--- config.mk ---
export PLATFORM = sky130hd
export DESIGN_NAME = channel_reg_bank
export DESIGN_NICKNAME = d
export VERILOG_FILES = /design/src/rtl/channel_reg_bank_pkg.sv /design/src/rtl/channel_reg_bank_pulse.sv /design/src/rtl/channel_reg_bank.sv
export SDC_FILE = /design/constraint.sdc
export NUM_CORES = 2
export LEC_CHECK = 0
export ABC_AREA = 0
export BUFFER_PORTS_ARGS = -buffer_cell sky130_fd_sc_hd__buf_2
export CAP_MARGIN = 20
export CORE_MARGIN = 10
export CORE_UTILIZATION = 40
export CTS_CLUSTER_DIAMETER = 80
export DETAILED_ROUTE_END_ITERATION = 6
export PLACE_DENSITY = 0.58
export SYNTH_ARGS = -nofsm -noshare
export SYNTH_HDL_FRONTEND = slang
export SYNTH_SLANG_ARGS = --single-unit
--- constraint.sdc ---
create_clock -name CLK -period 3.5 [get_ports CLK]
set_clock_uncertainty 0.15 [all_clocks]
set_input_delay 0.35 -clock CLK [delete_from_list [all_inputs] [get_ports CLK]]
set_output_delay 0.35 -clock CLK [all_outputs]
set_load 0.005 [all_outputs]
--- src/rtl/channel_reg_bank_pkg.sv ---
// Address map, CONTROL bit positions and shared types for the ADC channel register bank.
package channel_reg_bank_pkg;

    localparam logic [17:0] OFS_ID      = 18'd0;
    localparam logic [17:0] OFS_CONTROL = 18'd1;
    localparam logic [17:0] OFS_STATUS  = 18'd2;
    localparam logic [17:0] OFS_PENDING = 18'd3;
    localparam logic [17:0] OFS_SHADOW  = 18'd16;
    localparam logic [17:0] OFS_ACTIVE  = 18'd144;

    localparam int CTRL_PULSE_BIT  = 0;
    localparam int CTRL_COMMIT_BIT = 1;

    typedef enum logic {
        PS_IDLE  = 1'b0,
        PS_PULSE = 1'b1
    } pulse_state_e;

    // Each channel owns a CONFIG/THRESHOLD word pair inside a region.
    function automatic logic [17:0] ch_addr(input logic [17:0] region, input int k, input logic is_thr);
        return region + 18'(2 * k) + {17'h0, is_thr};
    endfunction

endpackage

--- src/rtl/channel_reg_bank_pulse.sv ---
// reg_pulse_stretch: holds an output pulse for PULSE_LEN cycles; a new start restarts the count.
module reg_pulse_stretch
    import channel_reg_bank_pkg::*;
#(
    parameter int PULSE_LEN = 8
) (
    input  logic         CLK,
    input  logic         RSTb,
    input  logic         start,
    output pulse_state_e state
);

    pulse_state_e state_nxt;
    logic [7:0]   cnt;
    logic [7:0]   cnt_nxt;

    always_ff @(posedge CLK or negedge RSTb) begin
        if (!RSTb) begin
            state <= PS_IDLE;
            cnt   <= 8'd0;
        end else begin
            state <= state_nxt;
            cnt   <= cnt_nxt;
        end
    end

    // cnt counts pulse cycles already shown, so the last pulse cycle has cnt == PULSE_LEN.
    always_comb begin
        state_nxt = state;
        cnt_nxt   = cnt;
        case (state)
            PS_IDLE: begin
                if (start) begin
                    state_nxt = PS_PULSE;
                    cnt_nxt   = 8'd1;
                end
            end
            PS_PULSE: begin
                if (start) begin
                    cnt_nxt = 8'd1;
                end else if (cnt == 8'(PULSE_LEN)) begin
                    state_nxt = PS_IDLE;
                    cnt_nxt   = 8'd0;
                end else begin
                    cnt_nxt = cnt + 8'd1;
                end
            end
            default: begin
                state_nxt = PS_IDLE;
                cnt_nxt   = 8'd0;
            end
        endcase
    end

endmodule

--- src/rtl/channel_reg_bank.sv ---
// Per-channel CONFIG/THRESHOLD shadow+active register bank with ID, CONTROL, sticky STATUS and PENDING.
module channel_reg_bank
    import channel_reg_bank_pkg::*;
#(
    parameter int          N_CH       = 16,
    parameter logic [17:0] BASE_A     = 18'h0,
    parameter logic [31:0] ID_WORD    = 32'h04_00_00_05,
    parameter logic [31:0] DUMMY_WORD = 32'hDEAD_BEEF,
    parameter int          PULSE_LEN  = 8
) (
    input  logic                 CLK,
    input  logic                 RSTb,
    input  logic [17:0]          ADDR,
    input  logic [31:0]          DATA_IN,
    output logic [31:0]          DATA_OUT,
    input  logic                 CEb,
    input  logic                 WEb,
    input  logic                 REb,
    output logic                 ACK,
    input  logic                 SYNC_LOAD,
    input  logic [N_CH-1:0]      STATUS_IN,
    output logic                 USER_RESET,
    output logic [16*N_CH-1:0]   CH_CONFIG,
    output logic [12*N_CH-1:0]   CH_THRESHOLD
);

    // Bus protocol: an access is accepted on the first cycle its strobe combination is seen
    // (write: CEb=0,WEb=0; read: CEb=0,REb=0,WEb=1); ACK and read DATA_OUT follow one cycle later.
    logic        wr_strobe, rd_strobe, wr_hist, rd_hist, wr_acc, rd_acc;
    logic [17:0] off;
    logic        ctrl_wr, pulse_start, commit, shadow_wr;
    logic [N_CH-1:0] cfg_we, thr_we, ch_hit;
    logic [31:0] ch_rdata [N_CH];
    logic [31:0] rd_data;
    logic [N_CH-1:0] status_q, status_clr;
    logic [63:0] status_ext, din_ext;
    logic        pend_q;
    logic        unused_ok;
    pulse_state_e pulse_state;

    assign wr_strobe = ~CEb & ~WEb;
    assign rd_strobe = ~CEb & ~REb & WEb;
    assign wr_acc    = wr_strobe & ~wr_hist;
    assign rd_acc    = rd_strobe & ~rd_hist;
    assign off       = ADDR - BASE_A;

    assign ctrl_wr     = wr_acc && (off == OFS_CONTROL);
    assign pulse_start = ctrl_wr & DATA_IN[CTRL_PULSE_BIT];
    assign commit      = SYNC_LOAD | (ctrl_wr & DATA_IN[CTRL_COMMIT_BIT]);
    assign shadow_wr   = |{cfg_we, thr_we};

    assign status_ext = 64'(status_q);
    assign din_ext    = {32'h0, DATA_IN};
    assign status_clr = (wr_acc && (off == OFS_STATUS)) ? din_ext[N_CH-1:0] : '0;
    assign unused_ok  = ^{DATA_IN, din_ext, status_ext};

    for (genvar k = 0; k < N_CH; k++) begin : g_ch
        localparam logic [17:0] A_CS = ch_addr(OFS_SHADOW, k, 1'b0);
        localparam logic [17:0] A_TS = ch_addr(OFS_SHADOW, k, 1'b1);
        localparam logic [17:0] A_CA = ch_addr(OFS_ACTIVE, k, 1'b0);
        localparam logic [17:0] A_TA = ch_addr(OFS_ACTIVE, k, 1'b1);

        logic [15:0] cfg_sh, cfg_act;
        logic [11:0] thr_sh, thr_act;

        assign cfg_we[k] = wr_acc && (off == A_CS);
        assign thr_we[k] = wr_acc && (off == A_TS);

        // Commit samples the shadow before a same-cycle shadow write lands.
        always_ff @(posedge CLK or negedge RSTb) begin
            if (!RSTb) begin
                cfg_sh  <= 16'h0;
                thr_sh  <= 12'h0;
                cfg_act <= 16'h0;
                thr_act <= 12'h0;
            end else begin
                if (cfg_we[k]) cfg_sh <= DATA_IN[15:0];
                if (thr_we[k]) thr_sh <= DATA_IN[11:0];
                if (commit) begin
                    cfg_act <= cfg_sh;
                    thr_act <= thr_sh;
                end
            end
        end

        assign CH_CONFIG[16*k +: 16]    = cfg_act;
        assign CH_THRESHOLD[12*k +: 12] = thr_act;
        assign ch_hit[k]   = (off == A_CS) | (off == A_TS) | (off == A_CA) | (off == A_TA);
        assign ch_rdata[k] = (off == A_CS) ? {16'h0, cfg_sh} :
                             (off == A_TS) ? {20'h0, thr_sh} :
                             (off == A_CA) ? {16'h0, cfg_act} : {20'h0, thr_act};
    end

    always_comb begin
        rd_data = DUMMY_WORD;
        case (off)
            OFS_ID:      rd_data = ID_WORD;
            OFS_CONTROL: rd_data = 32'h0;
            OFS_STATUS:  rd_data = status_ext[31:0];
            OFS_PENDING: rd_data = {31'h0, pend_q};
            default: begin
                for (int k = 0; k < N_CH; k++) begin
                    if (ch_hit[k]) rd_data = ch_rdata[k];
                end
            end
        endcase
    end

    // Edge history resets to "asserted" so a strobe held across reset release is ignored.
    always_ff @(posedge CLK or negedge RSTb) begin
        if (!RSTb) begin
            wr_hist  <= 1'b1;
            rd_hist  <= 1'b1;
            ACK      <= 1'b0;
            DATA_OUT <= 32'h0;
            status_q <= '0;
            pend_q   <= 1'b0;
        end else begin
            wr_hist  <= wr_strobe;
            rd_hist  <= rd_strobe;
            ACK      <= wr_acc | rd_acc;
            if (rd_acc) DATA_OUT <= rd_data;
            status_q <= (status_q & ~status_clr) | STATUS_IN;
            if (shadow_wr)   pend_q <= 1'b1;
            else if (commit) pend_q <= 1'b0;
        end
    end

    reg_pulse_stretch #(
        .PULSE_LEN(PULSE_LEN)
    ) u_pulse (
        .CLK  (CLK),
        .RSTb (RSTb),
        .start(pulse_start),
        .state(pulse_state)
    );

    assign USER_RESET = (pulse_state == PS_PULSE);

endmodule

==> results.sh <==
export IMPL_status="finished clean"
export IMPL_clk_insertion_delay_late_ps=720
export IMPL_io_buffers=532
export IMPL_cts_tree="yes"
export IMPL_hold_violations=0
export IMPL_ios=554
export IMPL_ys_async_sr_fraction_pct=100
export IMPL_grt_pass1_vias=36800
export IMPL_worstPathMaxFanout=12
export IMPL_ir_worst_vdd_mv=0.411
export IMPL_ys_warn_count=0
export IMPL_finalCritPeriodShare_pct=99.2
export IMPL_grt_usage_pct=30.3
export IMPL_wl_um=195000
export IMPL_grt_busiest_layer="met2"
export IMPL_dp_cells=6041
export IMPL_firstDrtPassIters=5
export IMPL_r2r_slack_ps=530
export IMPL_cp_data_required_time_ps=3940
export IMPL_post_place_ws_ps=-1020
export IMPL_clockBufferDepth=3
export IMPL_hpwl_um=149000
export IMPL_path_buf_inv=7
export IMPL_wl_per_cell_um=31.2
export IMPL_gp_congestion=0.992
export IMPL_crit_top_cell="buf_4"
export IMPL_synthFlopType="dfrtp_1"
export IMPL_worst_pin_slew_ps=1120
export IMPL_drv_cap=0
export IMPL_die_width_um=353
export IMPL_num_vias=36900
export IMPL_mostFrequentLayoutCells="dfrtp_1 (941), mux2_2 (907), buf_4 (673)"
export IMPL_crit_chain="buf_2 -> or4_1 -> buf_4 -> buf_4 -> nor4_2 -> buf_4 -> nand2_1 -> buf_4 -> nand2_1 -> buf_12 -> o21ai_0 -> a32oi_1 -> o21ai_1 -> buf_4 -> a211oi_2 -> nor4_4 -> o21ba_2"
export IMPL_synth_edff_count=0
export IMPL_grt_max_degree=107
export IMPL_timing_final_ws_setup_ps=27.4
export IMPL_final_antenna_net_count=0
export IMPL_drt_vias_per_instance=5.89
export IMPL_hold_end="status_q[7]$_DFF_PN0_"
export IMPL_antenna_found_initial=15
export IMPL_grt_overflow=0
export IMPL_rr_startpoint="g_ch[1].thr_act[7]$_DFFE_PN0P_"
export IMPL_period_minus_slack_ps=3470
export IMPL_fp_dieH_um=353
export IMPL_cp_end_kind="flop"
export IMPL_syn_inst=3525
export IMPL_hold_depth=3
export IMPL_critPathArrivalTime_ps=3910
export IMPL_slew_viol_final=0
export IMPL_crit_type="in2reg"
export IMPL_syn_area_per_cell_um2=12.6
export IMPL_numCtsBuffers=104
export IMPL_startpoint="ADDR[9]"
export IMPL_setup_viol=0
export IMPL_power_density_nw_per_um2=409
export IMPL_final_area_um2=58200
export IMPL_synth_distinct_cells=86
export IMPL_max_freq_mhz=288
export IMPL_yosysSeqAreaShare_pct=53.3
export IMPL_dr_first_iter_drc_count=3988
export IMPL_fp_row_count=122
export IMPL_grt_pass1_wl_um=279000
export IMPL_clock_sinks=943
export IMPL_grt_use_met3_pct=7.18
export IMPL_max_stage_delay_ps=610
export IMPL_die_area_um2=124000
export IMPL_core_area_um2=110000
export IMPL_min_from="DATA_IN[7]"
export IMPL_start_util_pct=40.1
export IMPL_power_leakage_nw=29.3
export IMPL_cpMaxStageDelayCell="or4_1"
export IMPL_ff2ff_path_depth=11
export IMPL_hold_class="in2reg"
export IMPL_syn_to_final_growth_pct=31.3
export IMPL_htreeDepth=3
export IMPL_slew_headroom_pct=25.5
export IMPL_cp_top_family="simple AND/OR/NAND/NOR gates"
export IMPL_placed_area_um2=54200
export IMPL_final_cells=6261
export IMPL_setup_worst_path_start_class="input pin"
export IMPL_power_mw=23.8
export IMPL_clk_pin_slew_ps=60
export IMPL_rr_endpoint="DATA_OUT[7]$_DFFE_PN0P_"
export IMPL_finalSetupTns_ps=0
export IMPL_num_nets_final=4754
export IMPL_netlist_area_um2=44300
export IMPL_gr_usage_met2_pct=47.2
export IMPL_layout_commonest_cell="dfrtp_1"
export IMPL_ys_ff_latch=943
export IMPL_met1_usage_pct=39.9
export IMPL_drc_errors=0
export IMPL_cts_root_buf="clkbuf_16"
export IMPL_drive_above_1_share_pct=51.1
==> worst min-delay path, stage by stage <==
cell	delay [ps]
buf_2	280
nand2_1	120
a21o_1	110
==> flip-flops by register name, summed over array words and instances, names as in the netlist, 8 cells and up <==
register	cells
DATA_OUT	18
g_ch.cfg_act	256
g_ch.cfg_sh	256
g_ch.thr_act	192
g_ch.thr_sh	192
status_q	16
u_pulse.cnt	8
==> how the worst max path moves through the flow <==
stage / slack [ps] / end / cells after the start
after global placement: -1060 / DATA_OUT[11]$_DFFE_PN0P_ / 17
after detailed placement: -1020 / DATA_OUT[6]$_DFFE_PN0P_ / 16
after CTS: 20 / DATA_OUT[6]$_DFFE_PN0P_ / 16
final: 30 / DATA_OUT[11]$_DFFE_PN0P_ / 17
after global routing: -2 / DATA_OUT[11]$_DFFE_PN0P_ / 17
after floorplan: 470 / DATA_OUT[8]$_DFFE_PN0P_ / 13
==> metal layers <==
metal | vias to the layer above | wire (µm)
li1 | 15600 | -
met1 | 19100 | 79700
met2 | 1802 | 88200
met3 | 379 | 17400
met4 | 10 | 10000
met5 | - | 57
==> cell families (layout without fill, tap and decap cells) <==
kind of cell             count (synthesis)  after routing  share of synthesized area, %
adder cells (fa/ha/maj)                  2              2                        0.0565
flip-flops                             943            943                          53.3
AND/OR/NAND/NOR                        574            574                          6.63
XOR/XNOR                                 2              2                        0.0396
buffers and inverters                  255           1495                          2.57
AO/OA/AOI/OAI                          674            674                          10.6
multiplexers                          1074           1074                          26.8
other                                    1              9                       0.00847
==> timing repair <==
item,CTS,global route
gates resized for setup,9,10
endpoints found under the setup margin,5,9
pin swaps,0,1
hold buffers,21,0
buffers inserted,0,0
endpoints found under the hold margin,228,0
==> report_power, final <==
group | total (mW) | internal [mW] | leakage [nW] | switching (mW)
combinational | 1.10 | 0.336 | 14.5 | 0.767
clock | 11.8 | 6.95 | 1.82 | 4.81
sequential | 10.9 | 10.9 | 13.0 | 0.0187
==> synthesized netlist by cell type (all sizes together), types with 5 or more instances <==
cell type / n / share of area, %
o31ai: 5 / 0.085
or3: 8 / 0.11
nor3: 54 / 0.82
nand2: 176 / 1.5
a211o: 7 / 0.14
o22a: 11 / 0.22
dfrtp: 941 / 53
a32oi: 8 / 0.16
a22oi: 29 / 0.49
a221o: 33 / 0.75
nor4: 17 / 0.38
a221oi: 99 / 2.0
mux2i: 167 / 3.8
mux2: 907 / 23
nand2b: 8 / 0.11
nand3: 53 / 0.62
a21oi: 138 / 1.6
nor2b: 9 / 0.13
nor2: 171 / 1.5
a2111oi: 5 / 0.099
and3: 21 / 0.30
a21o: 24 / 0.41
o21ai: 136 / 1.5
o311ai: 6 / 0.12
o22ai: 14 / 0.20
nor4b: 5 / 0.18
o221ai: 29 / 0.57
clkbuf: 130 / 1.1
buf: 118 / 1.4
a31oi: 17 / 0.24
inv: 6 / 0.051
o211ai: 16 / 0.27
nand4: 23 / 0.34
a211oi: 62 / 1.1
==> metrics by stage <==
step,hold WS [ps],util [%]
floorplan,-95.6,-
global placement,211,49.1
detailed placement,208,49.1
CTS,12.0,52.6
global route,71.6,52.7
finish,70.4,52.7
==> final cells by class <==
type,instances,area [µm²]
Clock buffer,137,2930
Sequential cell,943,23600
Inverter,7,26.3
Antenna cell,4,10.0
Multi-Input combinational cell,2331,19700
Tap cell,1488,1860
Timing Repair Buffer,1293,9280
Clock inverter,58,731
Fill cell,9819,52200
(Power assumes the default switching activity.)
